`src/rtl/cam_pkg.sv`:
```
// Shared definitions for the OV7670 capture path: frame geometry defaults,
// controller states and the RGB565 -> RGB332 pixel reduction.
package cam_pkg;

  localparam int DEF_IMG_W  = 176;
  localparam int DEF_IMG_H  = 120;
  localparam int DEF_ADDR_W = 15;

  typedef enum logic [2:0] {
    IDLE      = 3'd0,
    WAIT_VS   = 3'd1,
    WAIT_LINE = 3'd2,
    BYTE_HI   = 3'd3,
    BYTE_LO   = 3'd4
  } cam_state_e;

  localparam logic [7:0] RED   = 8'hE0;
  localparam logic [7:0] GREEN = 8'h1C;
  localparam logic [7:0] BLUE  = 8'h03;

  // hi = R4..R0 G5..G3, lo = G2..G0 B4..B0; keep the top bits of each channel
  function automatic logic [7:0] rgb565_to_rgb332(input logic [7:0] hi, input logic [7:0] lo);
    return {hi[7:5], hi[2:0], lo[4:3]};
  endfunction

endpackage

```
`src/rtl/cam_sync.sv`:
```
// Two-flop synchroniser for a bundle of camera signals, with rise/fall
// detection on the synchronised value.
module cam_sync #(
  parameter int W = 1
) (
  input  logic         clk,
  input  logic         rst_n,
  input  logic [W-1:0] d,
  output logic [W-1:0] q,
  output logic [W-1:0] rise,
  output logic [W-1:0] fall
);

  logic [W-1:0] meta_r;
  logic [W-1:0] sync_r;
  logic [W-1:0] prev_r;

  // metastability stages plus one history stage for edge detection
  always_ff @(posedge clk or negedge rst_n) begin
    if (!rst_n) begin
      meta_r <= {W{1'b0}};
      sync_r <= {W{1'b0}};
      prev_r <= {W{1'b0}};
    end else begin
      meta_r <= d;
      sync_r <= meta_r;
      prev_r <= sync_r;
    end
  end

  assign q    = sync_r;
  assign rise = sync_r & ~prev_r;
  assign fall = ~sync_r & prev_r;

endmodule

```
`src/rtl/ov7670_capture_ctrl.sv`:
```
// OV7670 capture sequencer: oversamples the camera bus in the system clock
// domain and writes RGB332 pixels into the frame buffer, one frame or continuously.
module ov7670_capture_ctrl
  import cam_pkg::*;
#(
  parameter int IMG_W  = DEF_IMG_W,
  parameter int IMG_H  = DEF_IMG_H,
  parameter int ADDR_W = DEF_ADDR_W
) (
  input  logic              CLOCK,
  input  logic              RESET_N,
  input  logic              CAM_PCLK,
  input  logic              CAM_VSYNC,
  input  logic              CAM_HREF,
  input  logic [7:0]        CAM_DATA,
  input  logic              START,
  input  logic              CONTINUOUS,
  output logic              W_EN,
  output logic [ADDR_W-1:0] W_ADDR,
  output logic [7:0]        W_DATA,
  output logic              BUSY,
  output logic              FRAME_DONE,
  output logic              LINE_ERR,
  output logic [7:0]        FRAME_CNT
);

  localparam logic [ADDR_W-1:0] W_LIM = ADDR_W'(IMG_W);
  localparam logic [ADDR_W-1:0] H_LIM = ADDR_W'(IMG_H);
  localparam logic [ADDR_W-1:0] ONE   = ADDR_W'(1);

  logic [2:0] ctl_q_s, ctl_rise_s, ctl_fall_s;
  logic [7:0] data_q_s, data_rise_s, data_fall_s;
  logic       tick_s, vs_rise_s, vs_fall_s, href_rise_s, href_fall_s, href_s;
  logic       unused_s;

  cam_state_e state_r, state_nx_s;
  logic start_s, frame_start_s, line_start_s, hi_s, pix_s, line_end_s, frame_end_s;

  logic              cont_r, w_en_r, busy_r, frame_done_r, line_err_r;
  logic [7:0]        hi_r, w_data_r, frame_cnt_r;
  logic [ADDR_W-1:0] row_r, col_r, row_base_r, w_addr_r;

  // bit 0 PCLK, bit 1 VSYNC, bit 2 HREF; data goes through the same depth
  cam_sync #(.W(3)) u_sync_ctl (
    .clk(CLOCK), .rst_n(RESET_N), .d({CAM_HREF, CAM_VSYNC, CAM_PCLK}),
    .q(ctl_q_s), .rise(ctl_rise_s), .fall(ctl_fall_s)
  );

  cam_sync #(.W(8)) u_sync_data (
    .clk(CLOCK), .rst_n(RESET_N), .d(CAM_DATA),
    .q(data_q_s), .rise(data_rise_s), .fall(data_fall_s)
  );

  assign tick_s      = ctl_rise_s[0];
  assign vs_rise_s   = ctl_rise_s[1];
  assign vs_fall_s   = ctl_fall_s[1];
  assign href_rise_s = ctl_rise_s[2];
  assign href_fall_s = ctl_fall_s[2];
  assign href_s      = ctl_q_s[2];
  assign unused_s    = ^{ctl_q_s[1:0], ctl_fall_s[0], data_rise_s, data_fall_s};

  // state register
  always_ff @(posedge CLOCK or negedge RESET_N) begin
    if (!RESET_N) begin
      state_r <= IDLE;
    end else begin
      state_r <= state_nx_s;
    end
  end

  // next state and one-cycle datapath commands; frame end outranks line end outranks bytes
  always_comb begin
    state_nx_s    = state_r;
    start_s       = 1'b0;
    frame_start_s = 1'b0;
    line_start_s  = 1'b0;
    hi_s          = 1'b0;
    pix_s         = 1'b0;
    line_end_s    = 1'b0;
    frame_end_s   = 1'b0;
    case (state_r)
      IDLE: begin
        if (START) begin
          start_s    = 1'b1;
          state_nx_s = WAIT_VS;
        end else begin
          state_nx_s = IDLE;
        end
      end
      WAIT_VS: begin
        if (vs_fall_s) begin
          frame_start_s = 1'b1;
          state_nx_s    = WAIT_LINE;
        end else begin
          state_nx_s = WAIT_VS;
        end
      end
      WAIT_LINE: begin
        if (vs_rise_s) begin
          frame_end_s = 1'b1;
          state_nx_s  = cont_r ? WAIT_VS : IDLE;
        end else if (href_rise_s) begin
          line_start_s = 1'b1;
          state_nx_s   = BYTE_HI;
        end else begin
          state_nx_s = WAIT_LINE;
        end
      end
      BYTE_HI, BYTE_LO: begin
        if (vs_rise_s) begin
          frame_end_s = 1'b1;
          state_nx_s  = cont_r ? WAIT_VS : IDLE;
        end else if (href_fall_s) begin
          line_end_s = 1'b1;
          state_nx_s = WAIT_LINE;
        end else if (tick_s && href_s) begin
          if (state_r == BYTE_HI) begin
            hi_s       = 1'b1;
            state_nx_s = BYTE_LO;
          end else begin
            pix_s      = 1'b1;
            state_nx_s = BYTE_HI;
          end
        end else begin
          state_nx_s = state_r;
        end
      end
      default: state_nx_s = IDLE;
    endcase
  end

  // counters, pixel assembly, write port and status
  always_ff @(posedge CLOCK or negedge RESET_N) begin
    if (!RESET_N) begin
      cont_r       <= 1'b0;
      w_en_r       <= 1'b0;
      busy_r       <= 1'b0;
      frame_done_r <= 1'b0;
      line_err_r   <= 1'b0;
      hi_r         <= 8'd0;
      w_data_r     <= 8'd0;
      frame_cnt_r  <= 8'd0;
      row_r        <= {ADDR_W{1'b0}};
      col_r        <= {ADDR_W{1'b0}};
      row_base_r   <= {ADDR_W{1'b0}};
      w_addr_r     <= {ADDR_W{1'b0}};
    end else begin
      w_en_r       <= 1'b0;
      frame_done_r <= 1'b0;
      busy_r       <= (state_nx_s != IDLE);
      if (start_s) begin
        cont_r     <= CONTINUOUS;
        line_err_r <= 1'b0;
      end
      if (frame_start_s) begin
        row_r      <= {ADDR_W{1'b0}};
        row_base_r <= {ADDR_W{1'b0}};
      end
      if (line_start_s) begin
        col_r <= {ADDR_W{1'b0}};
      end
      if (hi_s) begin
        hi_r <= data_q_s;
      end
      if (pix_s) begin
        if ((col_r < W_LIM) && (row_r < H_LIM)) begin
          w_en_r   <= 1'b1;
          w_addr_r <= row_base_r + col_r;
          w_data_r <= rgb565_to_rgb332(hi_r, data_q_s);
        end else begin
          line_err_r <= 1'b1;
        end
        col_r <= (col_r < W_LIM) ? col_r + ONE : col_r;
      end
      if (line_end_s) begin
        if (state_r == BYTE_LO) begin
          line_err_r <= 1'b1;
        end
        if (row_r < H_LIM) begin
          row_r      <= row_r + ONE;
          row_base_r <= row_base_r + W_LIM;
        end
      end
      if (frame_end_s) begin
        frame_done_r <= 1'b1;
        frame_cnt_r  <= frame_cnt_r + 8'd1;
      end
    end
  end

  assign W_EN       = w_en_r;
  assign W_ADDR     = w_addr_r;
  assign W_DATA     = w_data_r;
  assign BUSY       = busy_r;
  assign FRAME_DONE = frame_done_r;
  assign LINE_ERR   = line_err_r;
  assign FRAME_CNT  = frame_cnt_r;

endmodule

```
`config.mk`:
```
export PLATFORM = sky130hd
export DESIGN_NAME = ov7670_capture_ctrl
export DESIGN_NICKNAME = d
export VERILOG_FILES = /design/src/rtl/cam_pkg.sv /design/src/rtl/cam_sync.sv /design/src/rtl/ov7670_capture_ctrl.sv
export SDC_FILE = /design/constraint.sdc
export NUM_CORES = 1
export LEC_CHECK = 0
export ABC_AREA = 0
export CORE_MARGIN = 2
export CORE_UTILIZATION = 25
export DETAILED_ROUTE_END_ITERATION = 16
export SYNTH_ARGS = -nofsm -noshare
export SYNTH_HDL_FRONTEND = slang
export SYNTH_HIERARCHICAL = 1
export SYNTH_SLANG_ARGS = --single-unit
```
`constraint.sdc`:
```
create_clock -name CLOCK -period 2.1 [get_ports CLOCK]
set_input_delay 0.21 -clock CLOCK [delete_from_list [all_inputs] [get_ports CLOCK]]
set_output_delay 0.21 -clock CLOCK [all_outputs]
set_load 0.05 [all_outputs]
```
=== Word level (Yosys, flattened, before mapping) ===
Cells that the tools add are included.

* Reductions and logical operators: 9
* Bitwise gates (word level): 4
* $add $sub $neg: 5
* Equal/unequal tests: 5
* Multiplexer cells: 49
* Order comparisons: 2

{| class="wikitable"
|+ Operator list
! kind !! count
|-
| two-way mux 15 bit || 9
|-
| two-way mux 1 bit || 33
|-
| adder 15 x 1 -> 15 bit, second input constant || 2
|-
| adder 15 bit || 1
|-
| adder 15 x 8 -> 15 bit, second input constant || 1
|-
| < comparator 15 x 7 -> 1 bit, second input constant || 1
|-
| < comparator 15 x 8 -> 1 bit, second input constant || 1
|-
| two-way mux 3 bit || 4
|-
| one-hot mux 3 bit (4 select lines) || 1
|-
| adder 8 x 1 -> 8 bit, second input constant || 1
|-
| bitwise AND 3 bit || 2
|-
| == test 3 x 2 -> 1 bit, second input constant || 2
|-
| inverter 3 bit || 2
|-
| two-way mux 2 bit || 2
|-
| AND reduction 2 bit || 2
|-
| == test 3 x 1 -> 1 bit, second input constant || 1
|-
| == test 3 bit, second input constant || 1
|-
| zero test 3 bit || 1
|-
| nonzero test 3 bit || 1
|-
| OR reduction 3 bit || 1
|-
| logical AND 1 bit || 2
|-
| inequality test 2 x 1 -> 1 bit, second input constant || 1
|-
| nonzero test 2 bit || 1
|-
| OR reduction 2 bit || 1
|}

* Output and inout bits: 35
* Bits in registers: 117

=== Depth between registers and ports, before layout ===
* Word-level depth: 10
* Depth in mapped cells: 9

=== By module ===
The synthesis kept the hierarchy.

{| class="wikitable"
|+ Modules (own cells, without submodules)
! module !! sequential area each (um2) !! cells an instance !! area each (um2) !! times used
|-
| ov7670_capture_ctrl || 2,252.2 || 442 || 4,500.6 || 1
|-
| cam_sync at u_sync_data || 600.6 || 40 || 740.7 || 1
|-
| cam_sync at u_sync_ctl || 225.2 || 15 || 277.8 || 1
|}

=== Worst setup path before layout ===
No wires, ideal clock.

* Path type: reg2reg
* Start point: register u_sync_ctl.sync_r[2] (netlist: u_sync_ctl/q[2])
* End point: register w_addr_r[13] (netlist: W_ADDR[13])
* Period minus slack after synthesis: 2.212 ns
* Setup time: 0.070 ns
* Arrival time: 2.143 ns
* Setup slack: -0.112 ns
* Required time: 2.030 ns
* Cell stages (with the launch flop): 8
* Cells stage by stage: dfrtp_1 and2b_2 nor2_1 nand4_4 or3_1 buf_2 or4_1 nand3_1

* Longest elaborated chain between the ends: 6

{| class="wikitable"
|+ Ends and longest elaborated chain
! element !! line !! source
|-
| start: declaration || cam_sync.sv:15 || <nowiki>logic [W-1:0] sync_r;</nowiki>
|-
| start signal: assignment || cam_sync.sv:22 || <nowiki>sync_r <= {W{1'b0}};</nowiki>
|-
| start signal: assignment || cam_sync.sv:26 || <nowiki>sync_r <= meta_r;</nowiki>
|-
| inverter 3 bit || cam_sync.sv:33 || <nowiki>assign fall = ~sync_r & prev_r;</nowiki>
|-
| bitwise AND 3 bit || cam_sync.sv:33 ||
|-
| named net ctl_fall_s[2] || ov7670_capture_ctrl.sv:31 || <nowiki>logic [2:0] ctl_q_s, ctl_rise_s, ctl_fall_s;</nowiki>
|-
| two-way mux 1 bit || ov7670_capture_ctrl.sv:113 || <nowiki>end else if (href_fall_s) begin</nowiki>
|-
| two-way mux 1 bit || ov7670_capture_ctrl.sv:110 || <nowiki>if (vs_rise_s) begin</nowiki>
|-
| two-way mux 1 bit || ov7670_capture_ctrl.sv:81 || <nowiki>case (state_r)</nowiki>
|-
| AND reduction 2 bit (no source line) || n/a ||
|-
| end signal: assignment || ov7670_capture_ctrl.sv:146 || <nowiki>w_addr_r <= {ADDR_W{1'b0}};</nowiki>
|-
| end signal: assignment || ov7670_capture_ctrl.sv:168 || <nowiki>w_addr_r <= row_base_r + col_r;</nowiki>
|-
| end: declaration || ov7670_capture_ctrl.sv:41 || <nowiki>logic [ADDR_W-1:0] row_r, col_r, row_base_r, w_addr_r;</nowiki>
|}

The timed path passes the listed nets, and every way through them passes these cells.
A chain may end at the register's enable or synchronous reset.

=== Worst setup path after layout ===
* Start point: register col_r[10]
* End point: register w_addr_r[11] (netlist: W_ADDR[11])

* Longest elaborated chain between the ends: 3

{| class="wikitable"
|+ Ends and longest elaborated chain
! element !! line !! source
|-
| start: declaration || ov7670_capture_ctrl.sv:41 ||
|-
| start signal: assignment || ov7670_capture_ctrl.sv:144 || <nowiki>col_r <= {ADDR_W{1'b0}};</nowiki>
|-
| start signal: assignment || ov7670_capture_ctrl.sv:160 || <nowiki>col_r <= {ADDR_W{1'b0}};</nowiki>
|-
| start signal: assignment || ov7670_capture_ctrl.sv:173 || <nowiki>col_r <= (col_r < W_LIM) ? col_r + ONE : col_r;</nowiki>
|-
| < comparator 15 x 8 -> 1 bit || ov7670_capture_ctrl.sv:166 || <nowiki>if ((col_r < W_LIM) && (row_r < H_LIM)) begin</nowiki>
|-
| logical AND 1 bit || ov7670_capture_ctrl.sv:166 ||
|-
| AND reduction 2 bit (no source line) || n/a ||
|}

Parallel ways exist; a longest one is shown, timed or not.

==> metrics.md <==
| Metric | Value |
|---|---|
| Synthesized net count | `just over 500` |
| All-Layer GR Usage | `11.06%` |
| Routability cong. | `approximately 0.82` |
| Routed vias/inst | `between 4 and 5` |
| Wirelength per Cell | `~13 um` |
| DRC violations left | `0` |
| CP arrival | `about 2.3 ns` |
| Worst Hold Class | `in2reg` |
| Startpoint Class | `flip-flop` |
| Met2 Use GR | `around 16%` |
| Dpl hpwl | `just under 8 mm` |
| Pre-Repair DR Iteration Count | `4` |
| Crit end category | `flip-flop` |
| Met3 Use GR | `under 10%` |
| Crit path time final | `~2 ns` |
| Clock power share | `47.2%` |
| DR iter-0 viols | `190` |
| Final WL | `roughly 11 mm` |
| Synth Instances | `between 400 and 500` |
| Gr busiest metal | `met2` |
| Port-buffer cells | `49` |
| CP max stage delay | `between 0.4 and 0.5 ns` |
| Most frequent CP cell | `a221o_1` |
| Slowest library cell on the worst path | `dfrtp_1` |
| Latest clock arrival within the worst-skew pair | `between 0.4 and 0.5 ns` |
| M1 GR Usage | `approximately 15%` |
| Final Power | `about 6.5 mW` |
| Layout filler cell count | `about 2000` |
| Initial Util | `25.55%` |
| Fin nets | `~600` |
| CTS HTree Levels | `4` |
| Final-report hold violation count | `0` |
| Antenna Cells | `0` |
| Switch share | `25.19%` |
| Core Box Area | `between 0.02 and 0.025 mm^2` |
| Placed instance area | `0.006265 mm^2` |
| FF-to-FF setup slack | `0.08 ns` |
| Row count | `52` |
| Placed cell count | `slightly above 800` |
| Crit path buffers/inverters | `0` |
| Fin crit share | `a little over nine tenths` |
| Max cap viols | `0` |
| Clk root buf | `clkbuf_16` |
| Reg clk slew, reported paths | `about 0.060 ns` |
| Clock Path Buffers | `2` |
| Routed vias | `~3800` |
| Headroom to the max-slew limit | `approximately 57%` |
| CP max FO | `5` |
| CP top delay family | `compound AO/OA/AOI/OAI gates` |
| Clk_skew | `0.009324 ns` |
| Worst-Margin Slew | `roughly 0.64 ns` |
| Combinational Power Share | `between 10% and 20%` |
| TritonCTS Sinks | `about 120` |
| Grt total ovfl | `0` |
| Final Instance Count excl. Fillers | `~850` |
| RSZ-0062 raised after global routing | `yes` |
| Layout cell share with drive strength beyond 1 | `17.18%` |
| ANT nets after route | `0` |
| Area Growth Syn to Fin | `34.54%` |
| Cell Area, Synth | `~0.0052 mm^2` |
| Internal Power | `roughly 5 mW` |
| Yosys warns | `6` |
| Die W | `roughly 150 um` |
| Die Height | `roughly 150 um` |
| First-pass GRT wire length | `around 19 mm` |
| Final setup fails | `0` |
| Initial antenna violation count | `0` |
| Crit Path Category | `reg2reg` |
| Vias in the first global route | `~3800` |
| Setup TNS | `0 ns` |
| Net Sw Power | `1.636 mW` |
| Avg Cell Area, Syn | `~11 um^2` |
| Seq pwr share | `between 30% and 40%` |
| Top achievable clock speed | `about 0.50 GHz` |
| Largest net degree at the start of global routing | `approximately 120` |
| Die ar. | `between 0.02 and 0.025 mm^2` |
| Max Slew Vio Count | `0` |
| Finished layout cell area | `about 0.007 mm^2` |
| Total CTS buffers | `17` |
| WP data required | `between 2 and 2.5 ns` |
| I/O pin count | `50` |
| Leak Pwr | `between 3 and 4 nW` |
| CTS tree | `built` |
| Pwr Density | `933.6 mW/mm^2` |
| Critical-path cell list | `ha_1 > and3_1 > a221o_1 > nor2_1 > o21ai_0 > a221o_1` |
| Peak VDD IR | `~620 uV` |
| Status | `completed` |
[final timing paths]
path                                  startpoint              endpoint  depth (start not counted)
max in group asynchronous                RESET_N             W_ADDR[5]                          3
max reg2reg                            col_r[10]            W_ADDR[11]                          6
min in group asynchronous                RESET_N          FRAME_CNT[1]                          3
min                                     CAM_HREF  u_sync_ctl/meta_r[2]                          1
min reg2reg                u_sync_data/meta_r[6]      u_sync_data/q[6]                          0
max                                    col_r[10]            W_ADDR[11]                          6
[cell type report]
type,count,area [um^2],share of cell area [%]
flip-flops and latches,115,2878,41.37
repair buffers,90,814.5,11.71
clock buffers,25,525.5,7.555
well taps,270,337.8,4.857
inverters,10,37.54,0.5397
multi-input cells,335,2245,32.27
clock inverters,7,117.6,1.691
[registers in the layout (all words and copies together) (netlist names), 3 cells and up]
register,count
u_sync_ctl/q,3
hi_r,6
u_sync_ctl/meta_r,3
row_base_r,15
W_ADDR,15
FRAME_CNT,8
row_r,15
state_r,3
u_sync_ctl/prev_r,3
u_sync_data/q,8
u_sync_data/meta_r,8
col_r,15
W_DATA,8
[power by group through the flow]
stage               logic (mW)  clock network [mW]  registers, mW
finish                   0.881                3.06           2.55
global route             0.974                3.27           2.57
CTS                      0.890                3.15           2.55
global placement         0.874                   0           2.58
detailed placement       0.881                   0           2.59
floorplan                0.421                   0           2.69
[stage by stage]
| step | setup WS [ns] | hold slack (ns) | util [%] |
|---|---|---|---|
| after floorplan | -0.03315 | -0.08559 | - |
| after global placement | -0.001864 | 0.3314 | 30.96 |
| after detailed placement | -0.04790 | 0.3358 | 30.96 |
| after CTS | 0.005713 | 0.2189 | 34.19 |
| after global routing | -0.007593 | 0.2198 | 34.37 |
| final | 0.08497 | 0.2363 | 34.37 |
[placed cells by master (no fill, tap or decap), types with 14 or more instances in the layout]
master and n:
a21oi_1 15, and2_1 18, buf_4 39, clkbuf_16 17, clkdlybuf4s50_1 48, dfrtp_1 115
ha_1 17, nand2_1 67, nand3_1 14, nor2_1 24, o21ai_0 20, xnor2_1 15
[metal layers]
metal / part of all wire [%] / vias to the layer above
met1: 48 / 1830
met4: 1.6 / 0
met5: 0 / -
met3: 4.7 / 16
met2: 45 / 79
li1: - / 1886
[repair_timing]
action	in CTS	in global routing
hold endpoints to repair	115	0
setup buffers	0	1
pin swaps	0	4
hold buffers	1	0
endpoints found under the setup margin	1	8
cloned	0	0
resized for setup	1	8
Power figures use the tool's default switching activity.
